### config.mk
export PLATFORM = sky130hd
export DESIGN_NAME = gt_miss_ctrl_flat
export DESIGN_NICKNAME = d
export VERILOG_FILES = /design/src/rtl/gt_miss_ctrl_if.sv /design/src/rtl/gt_miss_ctrl.sv /design/src/flat_wrapper.sv
export SDC_FILE = /design/constraint.sdc
export NUM_CORES = 1
export LEC_CHECK = 0
export ABC_AREA = 1
export CORE_AREA = 4 4 247 249
export CTS_CLUSTER_DIAMETER = 60
export DETAILED_ROUTE_END_ITERATION = 10
export DIE_AREA = 0 0 251 253
export PLACE_DENSITY = 0.49
export SLEW_MARGIN = 20
export SYNTH_ARGS = -nofsm -noshare
export SYNTH_HDL_FRONTEND = slang
export SYNTH_SLANG_ARGS = --single-unit
### constraint.sdc
create_clock -name CLK -period 2.2 [get_ports CLK]
set_input_delay 0.33 -clock CLK [delete_from_list [all_inputs] [get_ports CLK]]
set_output_delay 0.33 -clock CLK [all_outputs]
set_load 0.05 [all_outputs]
### src/rtl/gt_miss_ctrl_if.sv
// Bus bundle between the fetch unit / memory side and the miss controller.
// The master side presents lookups and memory data. The slave side is the
// controller, which returns stall, strobes, fill data and statistics.
interface gt_miss_ctrl_if #(
  parameter int LINE_W = 256,
  parameter int SAT_W  = 16
);
  logic              lookup_valid;
  logic [31:0]       lookup_addr;
  logic              dm_hit;
  logic              victim_hit;
  logic              dm_slot_valid;
  logic [LINE_W-1:0] mem_rdata;
  logic              stall;
  logic              mem_req;
  logic [26:0]       mem_line_addr;
  logic              swap_en;
  logic              evict_en;
  logic              fill_en;
  logic [LINE_W-1:0] fill_data;
  logic [26:0]       fill_line_addr;
  logic [SAT_W-1:0]  hit_count;
  logic [SAT_W-1:0]  miss_count;
  logic              busy;

  modport master (
    output lookup_valid, lookup_addr, dm_hit, victim_hit, dm_slot_valid, mem_rdata,
    input  stall, mem_req, mem_line_addr, swap_en, evict_en, fill_en,
           fill_data, fill_line_addr, hit_count, miss_count, busy
  );

  modport slave (
    input  lookup_valid, lookup_addr, dm_hit, victim_hit, dm_slot_valid, mem_rdata,
    output stall, mem_req, mem_line_addr, swap_en, evict_en, fill_en,
           fill_data, fill_line_addr, hit_count, miss_count, busy
  );
endinterface

### src/rtl/gt_miss_ctrl.sv
// Miss controller for a direct-mapped instruction cache with a victim buffer.
// Hits in the direct map cost nothing. Victim hits take a single swap cycle.
// Misses issue one fixed-latency memory request, optionally evict the
// displaced line, then fill. All strobes and status are registered; only
// stall is combinational so the fetch unit can freeze in the lookup cycle.
module gt_miss_ctrl #(
  parameter int MEM_LATENCY = 4,
  parameter int LINE_W      = 256,
  parameter int SAT_W       = 16
) (
  input  logic           CLK,
  input  logic           CLEAR_BAR,
  gt_miss_ctrl_if.slave  bus
);

  typedef enum logic [2:0] {
    ST_IDLE     = 3'd0,
    ST_SWAP     = 3'd1,
    ST_MEM_WAIT = 3'd2,
    ST_EVICT    = 3'd3,
    ST_FILL     = 3'd4
  } state_t;

  localparam logic [3:0] LAT_C = 4'(MEM_LATENCY);

  state_t            state_q;
  logic [3:0]        wait_cnt_q;
  logic              mem_req_q;
  logic              swap_en_q;
  logic              evict_en_q;
  logic              fill_en_q;
  logic              busy_q;
  logic [26:0]       line_addr_q;
  logic [LINE_W-1:0] fill_data_q;
  logic [SAT_W-1:0]  hit_cnt_q;
  logic [SAT_W-1:0]  miss_cnt_q;
  logic              unused_addr_s;

  // Saturating increment: an all-ones count stays at all-ones.
  function automatic logic [SAT_W-1:0] sat_inc(input logic [SAT_W-1:0] val);
    if (&val) begin
      return val;
    end else begin
      return val + SAT_W'(1);
    end
  endfunction

  // Byte offset within a line is irrelevant to the controller.
  assign unused_addr_s = ^bus.lookup_addr[4:0];

  // Controller FSM with its registered strobes, latched line data and counters.
  always_ff @(posedge CLK or negedge CLEAR_BAR) begin
    if (!CLEAR_BAR) begin
      state_q     <= ST_IDLE;
      wait_cnt_q  <= 4'd0;
      mem_req_q   <= 1'b0;
      swap_en_q   <= 1'b0;
      evict_en_q  <= 1'b0;
      fill_en_q   <= 1'b0;
      busy_q      <= 1'b0;
      line_addr_q <= 27'd0;
      fill_data_q <= '0;
      hit_cnt_q   <= '0;
      miss_cnt_q  <= '0;
    end else begin
      // Strobes are one cycle wide unless re-armed below.
      mem_req_q  <= 1'b0;
      swap_en_q  <= 1'b0;
      evict_en_q <= 1'b0;
      fill_en_q  <= 1'b0;
      case (state_q)
        ST_IDLE: begin
          if (bus.lookup_valid) begin
            if (bus.dm_hit) begin
              hit_cnt_q <= sat_inc(hit_cnt_q);
              busy_q    <= 1'b0;
            end else if (bus.victim_hit) begin
              hit_cnt_q <= sat_inc(hit_cnt_q);
              state_q   <= ST_SWAP;
              swap_en_q <= 1'b1;
              busy_q    <= 1'b1;
            end else begin
              miss_cnt_q  <= sat_inc(miss_cnt_q);
              line_addr_q <= bus.lookup_addr[31:5];
              wait_cnt_q  <= LAT_C;
              state_q     <= ST_MEM_WAIT;
              mem_req_q   <= 1'b1;
              busy_q      <= 1'b1;
            end
          end else begin
            busy_q <= 1'b0;
          end
        end
        ST_SWAP: begin
          state_q <= ST_IDLE;
          busy_q  <= 1'b0;
        end
        ST_MEM_WAIT: begin
          // The memory line is valid during the last wait cycle only.
          if (wait_cnt_q <= 4'd1) begin
            fill_data_q <= bus.mem_rdata;
            wait_cnt_q  <= 4'd0;
            if (bus.dm_slot_valid) begin
              state_q    <= ST_EVICT;
              evict_en_q <= 1'b1;
            end else begin
              state_q   <= ST_FILL;
              fill_en_q <= 1'b1;
            end
          end else begin
            wait_cnt_q <= wait_cnt_q - 4'd1;
          end
        end
        ST_EVICT: begin
          state_q   <= ST_FILL;
          fill_en_q <= 1'b1;
        end
        ST_FILL: begin
          state_q <= ST_IDLE;
          busy_q  <= 1'b0;
        end
        default: begin
          state_q <= ST_IDLE;
          busy_q  <= 1'b0;
        end
      endcase
    end
  end

  // The fetch unit must freeze in the very cycle a non-direct-map lookup is seen.
  assign bus.stall = (state_q != ST_IDLE) | (bus.lookup_valid & ~bus.dm_hit);

  assign bus.mem_req        = mem_req_q;
  assign bus.swap_en        = swap_en_q;
  assign bus.evict_en       = evict_en_q;
  assign bus.fill_en        = fill_en_q;
  assign bus.busy           = busy_q;
  assign bus.mem_line_addr  = line_addr_q;
  assign bus.fill_line_addr = line_addr_q;
  assign bus.fill_data      = fill_data_q;
  assign bus.hit_count      = hit_cnt_q;
  assign bus.miss_count     = miss_cnt_q;

endmodule

### src/flat_wrapper.sv
// flat-port wrapper written by rule: the top's interface ports become plain ports
module gt_miss_ctrl_flat 
#(
  parameter int MEM_LATENCY = 4,
  parameter int LINE_W      = 256,
  parameter int SAT_W       = 16
)
  (CLK, CLEAR_BAR, bus_lookup_valid, bus_lookup_addr, bus_dm_hit, bus_victim_hit, bus_dm_slot_valid, bus_mem_rdata, bus_stall, bus_mem_req, bus_mem_line_addr, bus_swap_en, bus_evict_en, bus_fill_en, bus_fill_data, bus_fill_line_addr, bus_hit_count, bus_miss_count, bus_busy);
  gt_miss_ctrl_if #(.LINE_W(LINE_W), .SAT_W(SAT_W)) bus_i ();
  input  logic CLK;
  input  logic CLEAR_BAR;
  input wire logic [$bits(bus_i.lookup_valid)-1:0] bus_lookup_valid;
  input wire logic [$bits(bus_i.lookup_addr)-1:0] bus_lookup_addr;
  input wire logic [$bits(bus_i.dm_hit)-1:0] bus_dm_hit;
  input wire logic [$bits(bus_i.victim_hit)-1:0] bus_victim_hit;
  input wire logic [$bits(bus_i.dm_slot_valid)-1:0] bus_dm_slot_valid;
  input wire logic [$bits(bus_i.mem_rdata)-1:0] bus_mem_rdata;
  output wire logic [$bits(bus_i.stall)-1:0] bus_stall;
  output wire logic [$bits(bus_i.mem_req)-1:0] bus_mem_req;
  output wire logic [$bits(bus_i.mem_line_addr)-1:0] bus_mem_line_addr;
  output wire logic [$bits(bus_i.swap_en)-1:0] bus_swap_en;
  output wire logic [$bits(bus_i.evict_en)-1:0] bus_evict_en;
  output wire logic [$bits(bus_i.fill_en)-1:0] bus_fill_en;
  output wire logic [$bits(bus_i.fill_data)-1:0] bus_fill_data;
  output wire logic [$bits(bus_i.fill_line_addr)-1:0] bus_fill_line_addr;
  output wire logic [$bits(bus_i.hit_count)-1:0] bus_hit_count;
  output wire logic [$bits(bus_i.miss_count)-1:0] bus_miss_count;
  output wire logic [$bits(bus_i.busy)-1:0] bus_busy;
  assign bus_i.lookup_valid = bus_lookup_valid;
  assign bus_i.lookup_addr = bus_lookup_addr;
  assign bus_i.dm_hit = bus_dm_hit;
  assign bus_i.victim_hit = bus_victim_hit;
  assign bus_i.dm_slot_valid = bus_dm_slot_valid;
  assign bus_i.mem_rdata = bus_mem_rdata;
  assign bus_stall = bus_i.stall;
  assign bus_mem_req = bus_i.mem_req;
  assign bus_mem_line_addr = bus_i.mem_line_addr;
  assign bus_swap_en = bus_i.swap_en;
  assign bus_evict_en = bus_i.evict_en;
  assign bus_fill_en = bus_i.fill_en;
  assign bus_fill_data = bus_i.fill_data;
  assign bus_fill_line_addr = bus_i.fill_line_addr;
  assign bus_hit_count = bus_i.hit_count;
  assign bus_miss_count = bus_i.miss_count;
  assign bus_busy = bus_i.busy;
  gt_miss_ctrl #(.MEM_LATENCY(MEM_LATENCY), .LINE_W(LINE_W), .SAT_W(SAT_W)) u_core (.CLK(CLK), .CLEAR_BAR(CLEAR_BAR), .bus(bus_i));
endmodule
# ---- Word level (Yosys, flattened, before mapping)
# Cells that the tools add are included.
dict set report word_totals {
  register_bits 327
  in_bits 294
  output_inout_bits 348
}
dict set report op_classes {
  add_sub_neg 3
  order_cmp 1
  eq_ne 6
  mux 31
  bitwise 5
  n_reduce_logical 13
}
# cell count
set ops {}
lappend ops {{2-to-1 mux 16 bit} 3}
lappend ops {{adder 16 x 1 -> 16 bit (second input constant)} 2}
lappend ops {{AND reduction 16 bit} 2}
lappend ops {{2-to-1 mux 4 bit} 4}
lappend ops {{2-to-1 mux 1 bit} 15}
lappend ops {{2-to-1 mux 3 bit} 4}
lappend ops {{one-hot mux 3 bit (3 select lines)} 1}
lappend ops {{one-hot mux 4 bit (2 select lines)} 1}
lappend ops {{AND reduction 4 bit} 2}
lappend ops {{== test 3 x 2 -> 1 bit (second input constant)} 2}
lappend ops {{!= test 2 bit (second input constant)} 3}
lappend ops {{AND reduction 3 bit} 2}
lappend ops {{AND reduction 5 bit} 1}
lappend ops {{<= comparator 4 x 1 -> 1 bit (second input constant)} 1}
lappend ops {{one-hot mux 1 bit (2 select lines)} 2}
lappend ops {{nonzero test 2 bit} 2}
lappend ops {{subtractor 4 x 1 -> 4 bit (second input constant)} 1}
lappend ops {{zero test 3 bit} 1}
lappend ops {{inverter 1 bit} 3}
lappend ops {{nonzero test 3 bit} 1}
lappend ops {{2-to-1 mux 2 bit} 1}
lappend ops {{!= test 2 x 1 -> 1 bit (second input constant)} 1}
lappend ops {{AND reduction 2 bit} 1}
lappend ops {{OR reduction 2 bit} 1}
lappend ops {{2 further kinds} 2}

# ---- Logic depth before layout (Yosys ltp)
dict set report logic_depth {
  word_depth 4
  ltp_mapped 10
  depth_no_buf 9
}

# ---- Least setup slack after synthesis
# Ideal clock, no wire load.
dict set report synth_path {
  kind {in2reg}
  from {input bus_lookup_valid}
  to {register u_core.state_q[0]}
  t_arrival_ns 1.922
  required_time_ns 2.118
  setup_slack_ns 0.196
  cell_stages 4
  cell_sequence {inv_1 -> o21ai_0 -> nand2_1 -> a21oi_1}
}
dict set report synth_via {
  elab_chain_len 2
}
# item line_no
set synth_rtl {}
lappend synth_rtl {{start: declaration} flat_wrapper.sv:12} ;# input wire logic [$bits(bus_i.lookup_valid)-1:0] bus_lookup_valid;
lappend synth_rtl {{!= test 2 bit (no line)} --}
lappend synth_rtl {{AND reduction 3 bit (no line)} --}
lappend synth_rtl {{end signal: assignment} gt_miss_ctrl.sv:54} ;# state_q <= ST_IDLE;
lappend synth_rtl {{end signal: assignment} gt_miss_ctrl.sv:79} ;# state_q <= ST_SWAP;
lappend synth_rtl {{end signal: assignment} gt_miss_ctrl.sv:86} ;# state_q <= ST_MEM_WAIT;
lappend synth_rtl {{end: declaration} gt_miss_ctrl.sv:26} ;# state_t state_q;
# Every way passes these cells.
# A chain may end at the register's enable or synchronous reset.

# ---- Final worst setup path
dict set report layout_path {
  from {register u_core.fill_en_q (netlist: u_core.bus.fill_en)}
  to {output bus_fill_en}
}
# item line_no
set layout_rtl {}
lappend layout_rtl {{start: declaration} gt_miss_ctrl.sv:31} ;# logic fill_en_q;
lappend layout_rtl {{start signal: assignment} gt_miss_ctrl.sv:59} ;# fill_en_q <= 1'b0;
lappend layout_rtl {{start signal: assignment} gt_miss_ctrl.sv:70} ;# fill_en_q <= 1'b0;
lappend layout_rtl {{start signal: assignment} gt_miss_ctrl.sv:108} ;# fill_en_q <= 1'b1;
lappend layout_rtl {{end: declaration} flat_wrapper.sv:23} ;# output wire logic [$bits(bus_i.fill_en)-1:0] bus_fill_en;
# No word-level cell between the ends.

==> out/metrics.yaml <==
worst_setup_path:
  cp_top_family: "buffers and inverters"
  critPathBufInv: 1
  path_cells: "clkdlybuf4s50_1"
  cp_slowest_cell: "clkdlybuf4s50_1"
  cp.required_ns: 1.87
  worst-path-max-fanout: 1
  crit_type: "reg2out"
  rr_startpoint: "u_core.wait_cnt_q[0]"
  startpoint: "u_core.bus.fill_en"
  max_stage_delay_ns: 0.94
  cp.arrival_ns: 1.81
  critPathLaunchType: "flip-flop"
  end_kind: "primary output"
sta:
  final_max_slew_viol_count: 0
  finalCriticalPeriod_ns: 2.14
  fmax_ghz: 0.468
  maxSlewHeadroom_pct: 52.9
  skew_ns: 0.0224
  min_period_over_period_pct: 97.2
  rsz0062_at_grt: "no"
  setup-tns-final_ns: 0
  tightest_slew_ns: 0.705
  setup_viol: 0
  hold_viol: 0
  fin_ws_ns: 0.0620
pwr:
  p_comb_share_pct: 57.2
  peakVddDrop_mv: 0.942
  p_sw_mw: 20.4
  p_leak_nw: 11.4
  switching_share_pct: 49.5
  powerDensity_mw_per_mm2: 1780
  seqPwrFrac_pct: 25.5
  intPower_mw: 20.9
  power.share.clock_pct: 17.2
global_routing:
  grt_pass1_wl_um: 75100
  grt_pass1_vias: 12200
  grt_use_total_pct: 15.1
  grt-ovfl-total: 0
  grt_max_degree: 69
  grt_antenna_before_repair: 4
floorplanning:
  fp.dieW_um: 251
  dieArea_mm2: 0.0635
  start_util_pct: 25.2
  fp.dieH_um: 253
  core-area_mm2: 0.0587
  placementRows: 89
  ios: 642
run_status:
  outcome: "complete, no violations"
clocking:
  clk_latency_ns: 0.56
  cts_tree: "built"
  clk_pin_slew_worst_paths_ns: 0.06
  numCtsBuffers: 44
  clockBufferDepth: 3
  root_buffer: "clkbuf_16"
  htree_levels: 2
  post_cts_buffers: 0
  clock-sinks: 327
place:
  place.gp.congestion: 0.812
  dp_slack_ns: 0.109
  hpwl_um: 38900
  port_buffers: 636
final_layout:
  syn_to_final_growth_pct: 57.5
  final_nets: 2510
  drive_gt1_share_pct: 15.6
worst_hold_path:
  hold_path.class: "in2async"
yosys:
  synth.net_count: 1877
  synth_area_mm2: 0.0148
  syn_avg_cell_area_um2: 9.35
  ys_types: 27
  yosysSeqAreaShare_pct: 55.4
  yosysWarnings: 0
  synth_seq_cells: 327
  syn_inst: 1579
routing:
  ant_nets: 0
  wire_per_inst_um: 16.5
  drc_errors: 0
  routed_wl_um: 49800
  drt_iter0_drc: 532
  firstDrtPassIters: 5
  avgViaCountPerCell: 3.99
  vias: 12100
job:
  drv_cap: 0
==> kinds of logic after synthesis <==
kind of cell / after synthesis / synth area share [%]
simple gates: 572 / 15.1
buf+inv: 383 / 13.2
flops: 327 / 55.4
compound gates: 279 / 15.1
xor+xnor: 14 / 0.831
fa+ha+maj: 4 / 0.339
==> flip-flops by register name (all words and copies together), names as in the netlist, 3 cells and up <==
signal,count
u_core.bus.miss_count,16
u_core.bus.fill_line_addr,27
u_core.state_q,3
u_core.bus.hit_count,16
u_core.wait_cnt_q,4
u_core.bus.fill_data,256
==> layer usage <==
metal  up-vias  track usage [%]  wire length (µm)
met4         4             4.06              1020
met1      5602             17.9             19800
met2       346             26.6             25400
met3        61             4.62              3610
li1       6045                -                 -
met5         -                0                33
==> stage by stage <==
stage | utilization [%] | instances | instance area, µm² | hold WS, ns | power [mW]
floorplan | - | 1579 | 14800 | 0.0344 | 26.5
global placement | 37.2 | 2938 | 21800 | 0.224 | 34.4
detailed placement | 37.2 | 2938 | 21800 | 0.224 | 34.6
CTS | 39.6 | 3021 | 23200 | 0.194 | 42.0
global route | 39.6 | 3023 | 23300 | 0.225 | 43.5
finish | 39.6 | 3023 | 23300 | 0.244 | 41.3
==> final timing paths <==
check	endpoint	slack [ns]	depth (start not counted)
worst min register to register	u_core.bus.fill_data[50]	0.48	2
min in group CLK	u_core.bus.fill_line_addr[24]	0.31	3
worst max register to register	u_core.bus.fill_data[206]	0.20	8
worst min-delay path	u_core.bus.fill_line_addr[21]	0.24	2
max in group asynchronous	u_core.bus.fill_data[196]	1.13	4
worst max-delay path	bus_fill_en	0.06	1
==> worst register-to-register path, delay by kind of cell (launching register included) <==
| kind | cells | cell delay [ns] |
|---|---|---|
| flip-flops | 1 | 0.38 |
| AO/OA/AOI/OAI | 2 | 0.41 |
| buffers and inverters | 3 | 0.58 |
| adder cells (fa/ha/maj) | 1 | 0.23 |
| AND/OR/NAND/NOR | 2 | 0.31 |
==> cell type report <==
cell class                 instances  area [µm²]
sequential                       327        8180
antenna                            2        5.00
tap                              773         967
clock inverter                    13         121
inverter                         288        1080
clock buffer                      69        1350
timing repair buffer             682        6920
fill                            5896       35400
multi-input combinational        869        4630
==> Yosys cell counts <==
cell type,instances,area (µm²)
buf_4,30,225
buf_1,1,3.75
nor2_2,1,6.26
buf_2,6,30.0
o21ai_1,30,150
o21ai_0,24,120
nor2_1,41,154
or2_1,1,6.26
nor2_4,1,11.3
nand3b_1,3,22.5
xor2_1,5,43.8
nand4_1,11,68.8
nor3b_1,1,7.51
buf_6,53,597
nand3_1,15,75.1
inv_2,2,7.51
a21oi_1,3,15.0
xnor2_1,9,78.8
o21ai_2,220,1930
o211ai_1,1,7.51
clkbuf_1,5,18.8
o22ai_1,1,6.26
ha_1,4,50.1
inv_1,286,1070
dfrtp_1,327,8180
nand2_1,496,1860
nand2_2,2,12.5
==> power groups by stage <==
| stage | sequential [mW] | clock [mW] | combinational [mW] |
|---|---|---|---|
| 6_report | 10.5 | 7.12 | 23.6 |
| 3_3_place_gp | 10.5 | 0 | 23.9 |
| 5_1_grt | 10.9 | 7.69 | 24.8 |
| 3_5_place_dp | 10.6 | 0 | 24.0 |
| 4_1_cts | 10.6 | 7.43 | 24.0 |
| 2_1_floorplan | 19.9 | 0 | 6.51 |
==> placed cells by master, fill, tap and decap left out, drive strengths merged <==
| cell | count |
|---|---|
| nand3 | 15 |
| o22ai | 1 |
| o21ai | 274 |
| xnor2 | 9 |
| xor2 | 5 |
| nand2 | 498 |
| or2 | 1 |
| a21oi | 3 |
| inv | 292 |
| bufinv | 1 |
| dfrtp | 327 |
| dlygate4sd2 | 34 |
| nand4 | 11 |
| clkbuf | 69 |
| diode | 2 |
| dlymetal6s2s | 3 |
| o211ai | 1 |
| buf | 52 |
| clkdlybuf4s50 | 592 |
| clkinv | 7 |
| nor3b | 1 |
| clkinvlp | 1 |
| nand3b | 3 |
| ha | 4 |
| dlygate4sd3 | 1 |
| nor2 | 43 |
==> repair_timing <==
item | 4_1_cts | 5_1_grt
pin swaps | 0 | 0
cloned | 0 | 0
setup endpoints to repair | 34 | 29
hold buffers | 1 | 0
gates resized for setup | 34 | 4
hold endpoints to repair | 109 | 0
No activity file was read; power rests on OpenSTA's default activity.
